<file path="config.mk">
export PLATFORM = sky130hd
export DESIGN_NAME = uigr_io_drivers
export DESIGN_NICKNAME = d
export VERILOG_FILES = /design/src/rtl/uigr_io_drivers.sv
export SDC_FILE = /design/constraint.sdc
export NUM_CORES = 1
export LEC_CHECK = 0
export CAP_MARGIN = 20
export CORE_MARGIN = 3
export CORE_UTILIZATION = 40
export DETAILED_ROUTE_END_ITERATION = 6
export DONT_BUFFER_PORTS = 1
export HOLD_SLACK_MARGIN = 0.12
export SLEW_MARGIN = 20
export SYNTH_ARGS = -nofsm -noshare
export SYNTH_HDL_FRONTEND = slang
export SYNTH_SLANG_ARGS = --single-unit
</file>
<file path="constraint.sdc">
create_clock -name clk -period 4.6 [get_ports clk]
set_clock_uncertainty 0.05 [all_clocks]
set_input_delay 1.38 -clock clk [delete_from_list [all_inputs] [get_ports clk]]
set_output_delay 1.38 -clock clk [all_outputs]
set_load 0.05 [all_outputs]
</file>
<file path="src/rtl/uigr_io_drivers.sv">
// uIGR I/O back end: button debouncer, LED feedback sequencer and CIC reset pulse generator.
// All logic runs on clk; asynchronous trigger inputs are synchronised internally.
module uigr_io_drivers #(
    parameter int unsigned DEBOUNCE_TICKS    = 500_000,
    parameter bit          DEBOUNCE_INVERT   = 1'b1,
    parameter int unsigned LED_STEP_TICKS    = 12_500_000,
    parameter int unsigned SHORT_RESET_TICKS = 12_500_000,
    parameter int unsigned LONG_RESET_TICKS  = 100_000_000
) (
    input  logic       clk,
    input  logic       rst,
    input  logic       reset_button,
    output logic       btn_debounced,
    input  logic [3:0] led_pattern,
    input  logic       led_start,
    output logic [1:0] led,
    output logic       led_busy,
    input  logic       rst_pattern,
    input  logic       rst_start,
    output logic       cic_reset,
    output logic       rst_busy
);

    localparam int unsigned DB_W    = (DEBOUNCE_TICKS > 1) ? $clog2(DEBOUNCE_TICKS) : 1;
    localparam int unsigned LED_W   = (LED_STEP_TICKS > 1) ? $clog2(LED_STEP_TICKS) : 1;
    localparam int unsigned RST_MAX = (LONG_RESET_TICKS > SHORT_RESET_TICKS) ?
                                      LONG_RESET_TICKS : SHORT_RESET_TICKS;
    localparam int unsigned RST_W   = (RST_MAX > 1) ? $clog2(RST_MAX) : 1;

    typedef enum logic {
        ST_IDLE  = 1'b0,
        ST_PULSE = 1'b1
    } rst_state_t;

    // Debouncer state
    logic [1:0]      r_btn_sync;
    logic            r_stable;
    logic [DB_W-1:0] r_db_cnt;
    logic            r_btn_out;

    // Trigger synchronisers
    logic [1:0]      r_led_sync;
    logic            r_led_dly;
    logic            r_led_pulse;
    logic [1:0]      r_rst_sync;
    logic            r_rst_dly;
    logic            r_rst_pulse;

    // LED sequencer state
    logic [3:0]      r_led_code;
    logic [1:0]      r_led_step;
    logic [LED_W-1:0] r_led_tick;
    logic [1:0]      r_led;
    logic            r_led_busy;

    // Reset pulse FSM
    rst_state_t      r_rst_state;
    rst_state_t      w_rst_state_nxt;
    logic [RST_W-1:0] r_rst_cnt;
    logic [RST_W-1:0] w_rst_cnt_nxt;
    logic            r_cic;
    logic            w_cic_nxt;

    // Pattern table: LED value for a given code and step (unknown codes give 00)
    function automatic logic [1:0] led_value(input logic [3:0] code, input logic [1:0] step);
        logic [1:0] v;
        v = 2'b00;
        case (code)
            4'b0001: v = 2'b01;
            4'b0010: v = 2'b10;
            4'b0011: v = 2'b11;
            4'b0100: v = step[0] ? 2'b00 : 2'b01;
            4'b0101: v = step[0] ? 2'b00 : 2'b10;
            4'b0110: v = step[0] ? 2'b00 : 2'b11;
            4'b0111: v = (step == 2'd0) ? 2'b11 : 2'b00;
            4'b1000: v = step[0] ? 2'b01 : 2'b10;
            4'b1010: v = step[0] ? 2'b10 : 2'b01;
            default: v = 2'b00;
        endcase
        return v;
    endfunction

    function automatic logic code_valid(input logic [3:0] code);
        logic ok;
        ok = 1'b0;
        case (code)
            4'b0001, 4'b0010, 4'b0011, 4'b0100, 4'b0101,
            4'b0110, 4'b0111, 4'b1000, 4'b1010: ok = 1'b1;
            default: ok = 1'b0;
        endcase
        return ok;
    endfunction

    // Debounce: stable level follows the synced button after DEBOUNCE_TICKS differing clocks
    always_ff @(posedge clk or posedge rst) begin
        if (rst) begin
            r_btn_sync <= 2'b00;
            r_stable   <= 1'b1;
            r_db_cnt   <= '0;
            r_btn_out  <= DEBOUNCE_INVERT ? 1'b0 : 1'b1;
        end else begin
            r_btn_sync <= {r_btn_sync[0], reset_button};
            if (r_btn_sync[1] == r_stable) begin
                r_db_cnt <= '0;
            end else if (r_db_cnt == DB_W'(DEBOUNCE_TICKS - 1)) begin
                r_db_cnt  <= '0;
                r_stable  <= r_btn_sync[1];
                r_btn_out <= DEBOUNCE_INVERT ? ~r_btn_sync[1] : r_btn_sync[1];
            end else begin
                r_db_cnt <= r_db_cnt + DB_W'(1);
            end
        end
    end

    // Trigger edge detection: 2-flop sync, delay flop, registered single-cycle pulse
    always_ff @(posedge clk or posedge rst) begin
        if (rst) begin
            r_led_sync  <= 2'b00;
            r_led_dly   <= 1'b0;
            r_led_pulse <= 1'b0;
            r_rst_sync  <= 2'b00;
            r_rst_dly   <= 1'b0;
            r_rst_pulse <= 1'b0;
        end else begin
            r_led_sync  <= {r_led_sync[0], led_start};
            r_led_dly   <= r_led_sync[1];
            r_led_pulse <= r_led_sync[1] & ~r_led_dly;
            r_rst_sync  <= {r_rst_sync[0], rst_start};
            r_rst_dly   <= r_rst_sync[1];
            r_rst_pulse <= r_rst_sync[1] & ~r_rst_dly;
        end
    end

    // LED sequencer: four steps of LED_STEP_TICKS each; a valid start always restarts
    always_ff @(posedge clk or posedge rst) begin
        if (rst) begin
            r_led_code <= 4'b0000;
            r_led_step <= 2'd0;
            r_led_tick <= '0;
            r_led      <= 2'b00;
            r_led_busy <= 1'b0;
        end else if (r_led_pulse && code_valid(led_pattern)) begin
            r_led_code <= led_pattern;
            r_led_step <= 2'd0;
            r_led_tick <= '0;
            r_led      <= led_value(led_pattern, 2'd0);
            r_led_busy <= 1'b1;
        end else if (r_led_busy) begin
            if (r_led_tick == LED_W'(LED_STEP_TICKS - 1)) begin
                r_led_tick <= '0;
                if (r_led_step == 2'd3) begin
                    r_led      <= 2'b00;
                    r_led_busy <= 1'b0;
                end else begin
                    r_led_step <= r_led_step + 2'd1;
                    r_led      <= led_value(r_led_code, r_led_step + 2'd1);
                end
            end else begin
                r_led_tick <= r_led_tick + LED_W'(1);
            end
        end
    end

    // Reset FSM state and registered outputs
    always_ff @(posedge clk or posedge rst) begin
        if (rst) begin
            r_rst_state <= ST_IDLE;
            r_rst_cnt   <= '0;
            r_cic       <= 1'b0;
        end else begin
            r_rst_state <= w_rst_state_nxt;
            r_rst_cnt   <= w_rst_cnt_nxt;
            r_cic       <= w_cic_nxt;
        end
    end

    // Reset FSM next state: load remaining-cycle count on start, count down to zero
    always_comb begin
        w_rst_state_nxt = r_rst_state;
        w_rst_cnt_nxt   = r_rst_cnt;
        w_cic_nxt       = r_cic;
        case (r_rst_state)
            ST_IDLE: begin
                w_cic_nxt = 1'b0;
                if (r_rst_pulse) begin
                    w_rst_state_nxt = ST_PULSE;
                    w_rst_cnt_nxt   = rst_pattern ? RST_W'(LONG_RESET_TICKS - 1)
                                                  : RST_W'(SHORT_RESET_TICKS - 1);
                    w_cic_nxt       = 1'b1;
                end
            end
            ST_PULSE: begin
                if (r_rst_cnt == '0) begin
                    w_rst_state_nxt = ST_IDLE;
                    w_cic_nxt       = 1'b0;
                end else begin
                    w_rst_cnt_nxt = r_rst_cnt - RST_W'(1);
                    w_cic_nxt     = 1'b1;
                end
            end
            default: begin
                w_rst_state_nxt = ST_IDLE;
                w_rst_cnt_nxt   = '0;
                w_cic_nxt       = 1'b0;
            end
        endcase
    end

    assign btn_debounced = r_btn_out;
    assign led           = r_led;
    assign led_busy      = r_led_busy;
    assign cic_reset     = r_cic;
    assign rst_busy      = r_cic;

endmodule

</file>
**Word level (Yosys, flattened, before mapping)**

Memory sizes are Yosys's and may differ from the RTL's.
Index checks and enable logic that the tools add are counted.

- Multiplexer cells: 31
- Reductions and logical operators: 9
- Eq/ne operators: 16
- $add $sub $neg: 4
- Bitwise operators: 7

Operator list:

| kind | number |
|---|---|
| 27-bit 2-to-1 mux | 3 |
| 24-bit 2-to-1 mux | 3 |
| 27-bit case mux with 2 select lines | 1 |
| 19-bit 2-to-1 mux | 2 |
| 27-bit zero test | 1 |
| 27-bit by 1-bit subtractor with 27-bit output, second input constant | 1 |
| 2-bit 2-to-1 mux | 13 |
| 24-bit by 1-bit adder with 24-bit output, second input constant | 1 |
| 24-bit == test, second input constant | 1 |
| 19-bit by 1-bit adder with 19-bit output, second input constant | 1 |
| 19-bit == test, second input constant | 1 |
| 2-bit case mux with 9 select lines | 1 |
| 4-bit by 3-bit == test with 1-bit output, second input constant | 4 |
| 4-bit by 2-bit == test with 1-bit output, second input constant | 2 |
| 4-bit == test, second input constant | 2 |
| 1-bit 2-to-1 mux | 7 |
| 2-bit inequality test, second input constant | 3 |
| 2-bit AND reduction | 3 |
| 1-bit inverter | 5 |
| 4-bit by 1-bit == test with 1-bit output, second input constant | 1 |
| 2-bit nonzero test | 2 |
| 3-bit AND reduction | 1 |
| 2-bit by 1-bit adder with 2-bit output, second input constant | 1 |
| 1-bit AND | 2 |
| 5 further kinds | 5 |

- Input bits: 10
- Flip-flop bits (word level): 92
- Memories kept: 2
- Logic and storage cells: 86
- Output and inout bits: 6
- Memory bits (read-only): 48

Memories:

| memory | words | width | read ports | clocked after Yosys merged registers in | write ports | RTL line | source |
|---|---|---|---|---|---|---|---|
| (name not given) | 16 | 2 | 1 | 0 | 0 | 68 | `case (code)` |
| (name not given) | 16 | 1 | 1 | 0 | 0 | 86 | `case (code)` |

**Longest topological paths before layout**

- Depth in word-level cells: 8
- Gate-level depth with buffers: 8

**Worst setup path after synthesis**

No wires, ideal clock.

- Path type: input port to flip-flop
- Start: in led_pattern[0]
- End: reg r_led_tick[23]
- Slack: 1623 ps
- Data arrival time: 2848 ps
- Buffers on the path: 1
- Setup time: 79 ps
- Stages on the path: 6
- Cell sequence: o21ai_1 > a31oi_1 > or4_1 > clkbuf_1 > or3_1 > a21oi_1

- Cells in the longest elaborated chain, start to end: 3
- Elaborated cells on any way between the ends: 4

Ends and longest elaborated chain:

| element | RTL line | source |
|---|---|---|
| start, declared | 14 | `input logic [3:0] led_pattern,` |
| memory read 16 x 1 bit * | n/a |  |
| 1-bit logical AND * | 142 | `end else if (r_led_pulse && code_valid(led_pattern)) begin` |
| 24-bit 2-to-1 mux or 2-bit nonzero test (tied branches) | n/a |  |
| end signal, assigned | 159 | `r_led_tick <= r_led_tick + LED_W'(1);` |
| end, declared | 52 | `logic [LED_W-1:0] r_led_tick;` |

Every way passes the cells marked *; elsewhere a longest branch is shown, timed or not.
A chain may end at the register's enable or synchronous reset.

**Worst setup path in the final report**

- Start: reg r_cic (netlist: cic_reset)
- End: out cic_reset

RTL lines:

| element | RTL line | source |
|---|---|---|
| start, declared | 61 | `logic r_cic;` |
| start signal, assigned | 173 | `r_cic <= w_cic_nxt;` |
| end, declared | 20 | `output logic cic_reset,` |

No word-level cell between the ends.

==> metrics.txt <==
setup violators final=0; Final Hold Viols=0; Gate Count Post-Synth=roughly 510; CP Buf/Inv Count=1; setup TNS=0 ns; remaining antenna violation count=0; reg-to-reg startpoint=r_rst_cnt[0]; DP Area=4930 sq um; R2R setup slack=1.82 ns; M1 WL=4.758 mm; Die Ht=115.4 um; share of layout cells above drive strength 1=about 6.6%; Mapped Avg Cell Area=9.318 sq um; worst-margin pin slew=0.7958 ns; Port Buf Inserts=0; RSZ-0062 raised after global routing=no; initial core utilization=41.42%; CP Class=reg -> out; met3 routed WL=428 um; clock root buffer master=clkbuf_16; vias in the first global route=3599; Max Fclk=337.6 MHz; Power Internal=1.494 mW; reg2reg end=r_rst_cnt[3]; crit share post-route=between 60% and 70%; Post-Syn Area=4790 sq um; ANT cells=0; Die W=115.4 um; status=finished, final reports clean; Synth cell types=60; vias per inst=around 5.6; # clock sinks=92; CTS H-tree lvls=3; synth-to-layout area growth=9.274%; hold depth=0; Yosys warnings=0; cells on worst reg2reg path=7; crit-path max FO=33; Seq pwr share=50.5%; leak pwr=roughly 2.1 nW; total grt overflow=0; cell area after layout=5234 sq um; Routed met2 length=4.420 mm; crit-path cells=buf_4; min-delay src=r_rst_sync[0]; I/O pins=16; DR vias=about 3700; Die ar.=13320 sq um; Hold Path Class=reg -> reg; post-synthesis register bit count=92; Largest stage delay, worst path=0.73 ns; antenna violations before repair=0; power per cell area=around 400 nW/um^2; worst hold path endpoint=r_rst_sync[1]; Worst setup SP type=register; clock-pin slew of the registers on the worst-case setup and hold paths=0.07 ns; core area=11560 sq um; main flop type after synthesis=dfrtp_1; largest net degree at the start of global routing=44; worst path arrival time=1.53 ns; clock latency on the worst-skew pair=0.35 ns; wire per inst=14.83 um; switching share of total power=28.99%; Max Slew Vio Count=0; FILL cells=between 1000 and 1500; Mapped Nets=528; fin crit period=2.962 ns; Post-synth EDFFs=0; Final #Nets=525; sequential area share after synthesis=48.09%; RD Place Congestion=approximately 0.8; total track usage=approximately 16%; cts bufs inserted=9; peak supply drop=0.2211 mV; Routed WL=a little under 10 mm; Critical-path top delay cell=dfrtp_2; Core Rows=39; required time worst endpoint=3.17 ns; CTS tree=done; # hold bufs at CTS=0; DRT Pass-1 Iters=5; critical path's top delay family=flip-flops; clock tree buffer depth=2; clock group share of total power=35.7%; first-pass GRT wire length=17.66 mm; Setup crit start=cic_reset; number of max-capacitance violations reported=0; # Post-CTS Setup Buffers=0; switching power=0.6099 mW; Post-DP HPWL=6.647 mm; # resized after CTS=0; DRC Markers=0; drt initial violations=190; slew margin rel.=46.94%; Top Metal Used=met4; Comb power frac=between 10% and 20%; Worst Setup End Kind=primary output; Async SR Flop Fraction=100.0%
==> routing by layer <==
metal / up-vias / global-route usage [%]
met5: - / 0
met4: 0 / 6.103
met3: 10 / 4.125
met2: 70 / 25.15
met1: 1786 / 22.50
li1: 1841 / -
==> cell usage after synthesis, types with 14 or more instances <==
master | n | share of area (%)
dfrtp_1 | 91 | 48
nor2_1 | 66 | 5.2
nand2_1 | 45 | 3.5
xnor2_1 | 27 | 4.9
o21ai_0 | 25 | 2.6
a21oi_1 | 23 | 2.4
inv_1 | 22 | 1.7
nor3_1 | 19 | 2.0
nand3_1 | 18 | 1.9
clkbuf_1 | 15 | 1.2
or3_1 | 14 | 1.8
xor2_1 | 14 | 2.6
==> worst max path at each step <==
stage / end / slack (ns) / cells past startpoint
after floorplan: btn_debounced / 0.78 / 1
after global placement: r_led_tick[23] / 1.34 / 6
after detailed placement: r_led_tick[23] / 1.30 / 6
after CTS: cic_reset / 1.63 / 1
after global routing: r_led_tick[23] / 1.52 / 6
final: cic_reset / 1.64 / 1
==> power groups by stage <==
stage	sequential (mW)	combinational, mW	clock, mW
floorplan	1.03	0.254	0
global placement	1.07	0.280	0
detailed placement	1.07	0.293	0
CTS	1.06	0.294	0.775
global route	1.08	0.341	0.807
finish	1.06	0.290	0.752
==> cells in the final DEF, fill, tap and decap left out, drive strengths merged, types with 4 or more instances in the layout <==
| master | synthesis | layout |
|---|---|---|
| a211oi | 5 | 5 |
| a21oi | 23 | 23 |
| a31oi | 9 | 9 |
| and3 | 4 | 4 |
| and4 | 5 | 5 |
| buf | 3 | 4 |
| clkbuf | 15 | 11 |
| dfrtp | 91 | 91 |
| ha | 4 | 4 |
| inv | 22 | 22 |
| mux2i | 7 | 7 |
| nand2 | 45 | 45 |
| nand3 | 18 | 18 |
| nand3b | 4 | 4 |
| nand4 | 14 | 14 |
| nor2 | 66 | 66 |
| nor3 | 20 | 20 |
| nor4 | 11 | 11 |
| nor4b | 8 | 8 |
| o21ai | 27 | 27 |
| or2 | 5 | 5 |
| or3 | 14 | 14 |
| or4 | 14 | 14 |
| xnor2 | 27 | 27 |
| xor2 | 14 | 14 |
==> through the flow <==
| step | cells | hold slack, ns | setup WS [ns] | total power [mW] | utilization (%) |
|---|---|---|---|---|---|
| global placement | 643 | 0.2846 | 1.342 | 1.348 | 42.63 |
| floorplan | 514 | 0.2812 | 0.7797 | 1.285 | - |
| finish | 659 | 0.2986 | 1.638 | 2.104 | 45.26 |
| global route | 659 | 0.3029 | 1.516 | 2.233 | 45.26 |
| CTS | 659 | 0.3016 | 1.627 | 2.128 | 45.26 |
| detailed placement | 643 | 0.2863 | 1.301 | 1.366 | 42.63 |
==> cells by family (layout without fill, tap and decap cells) <==
group,Yosys count,count (layout),synth area share (%)
AND/OR/NAND/NOR,241,241,26.75
flip-flops,92,92,48.09
AO/OA/AOI/OAI,89,89,11.91
XOR/XNOR,41,41,7.498
buffers and inverters,40,42,3.239
multiplexers,7,7,1.463
adder cells (fa/ha/maj),4,4,1.045
==> layout make-up <==
type / instances / area (sq um) / share of cell area, %
timing repair buffer: 4 / 30.03 / 0.5738
clock buffer: 11 / 242.7 / 4.638
tap: 143 / 178.9 / 3.419
inverter: 22 / 85.08 / 1.626
multi-input combinational: 382 / 2331 / 44.54
sequential: 92 / 2305 / 44.04
clock inverter: 5 / 61.31 / 1.171
==> registers in the layout, indices dropped and copies added (netlist names), 2 cells and up <==
| name | cells |
|---|---|
| led | 2 |
| r_db_cnt | 19 |
| r_btn_sync | 2 |
| r_rst_cnt | 27 |
| r_led_tick | 24 |
| r_led_sync | 2 |
| r_led_code | 4 |
| r_rst_sync | 2 |
| r_led_step | 2 |
Note: power is estimated with default switching activity, not from simulation.
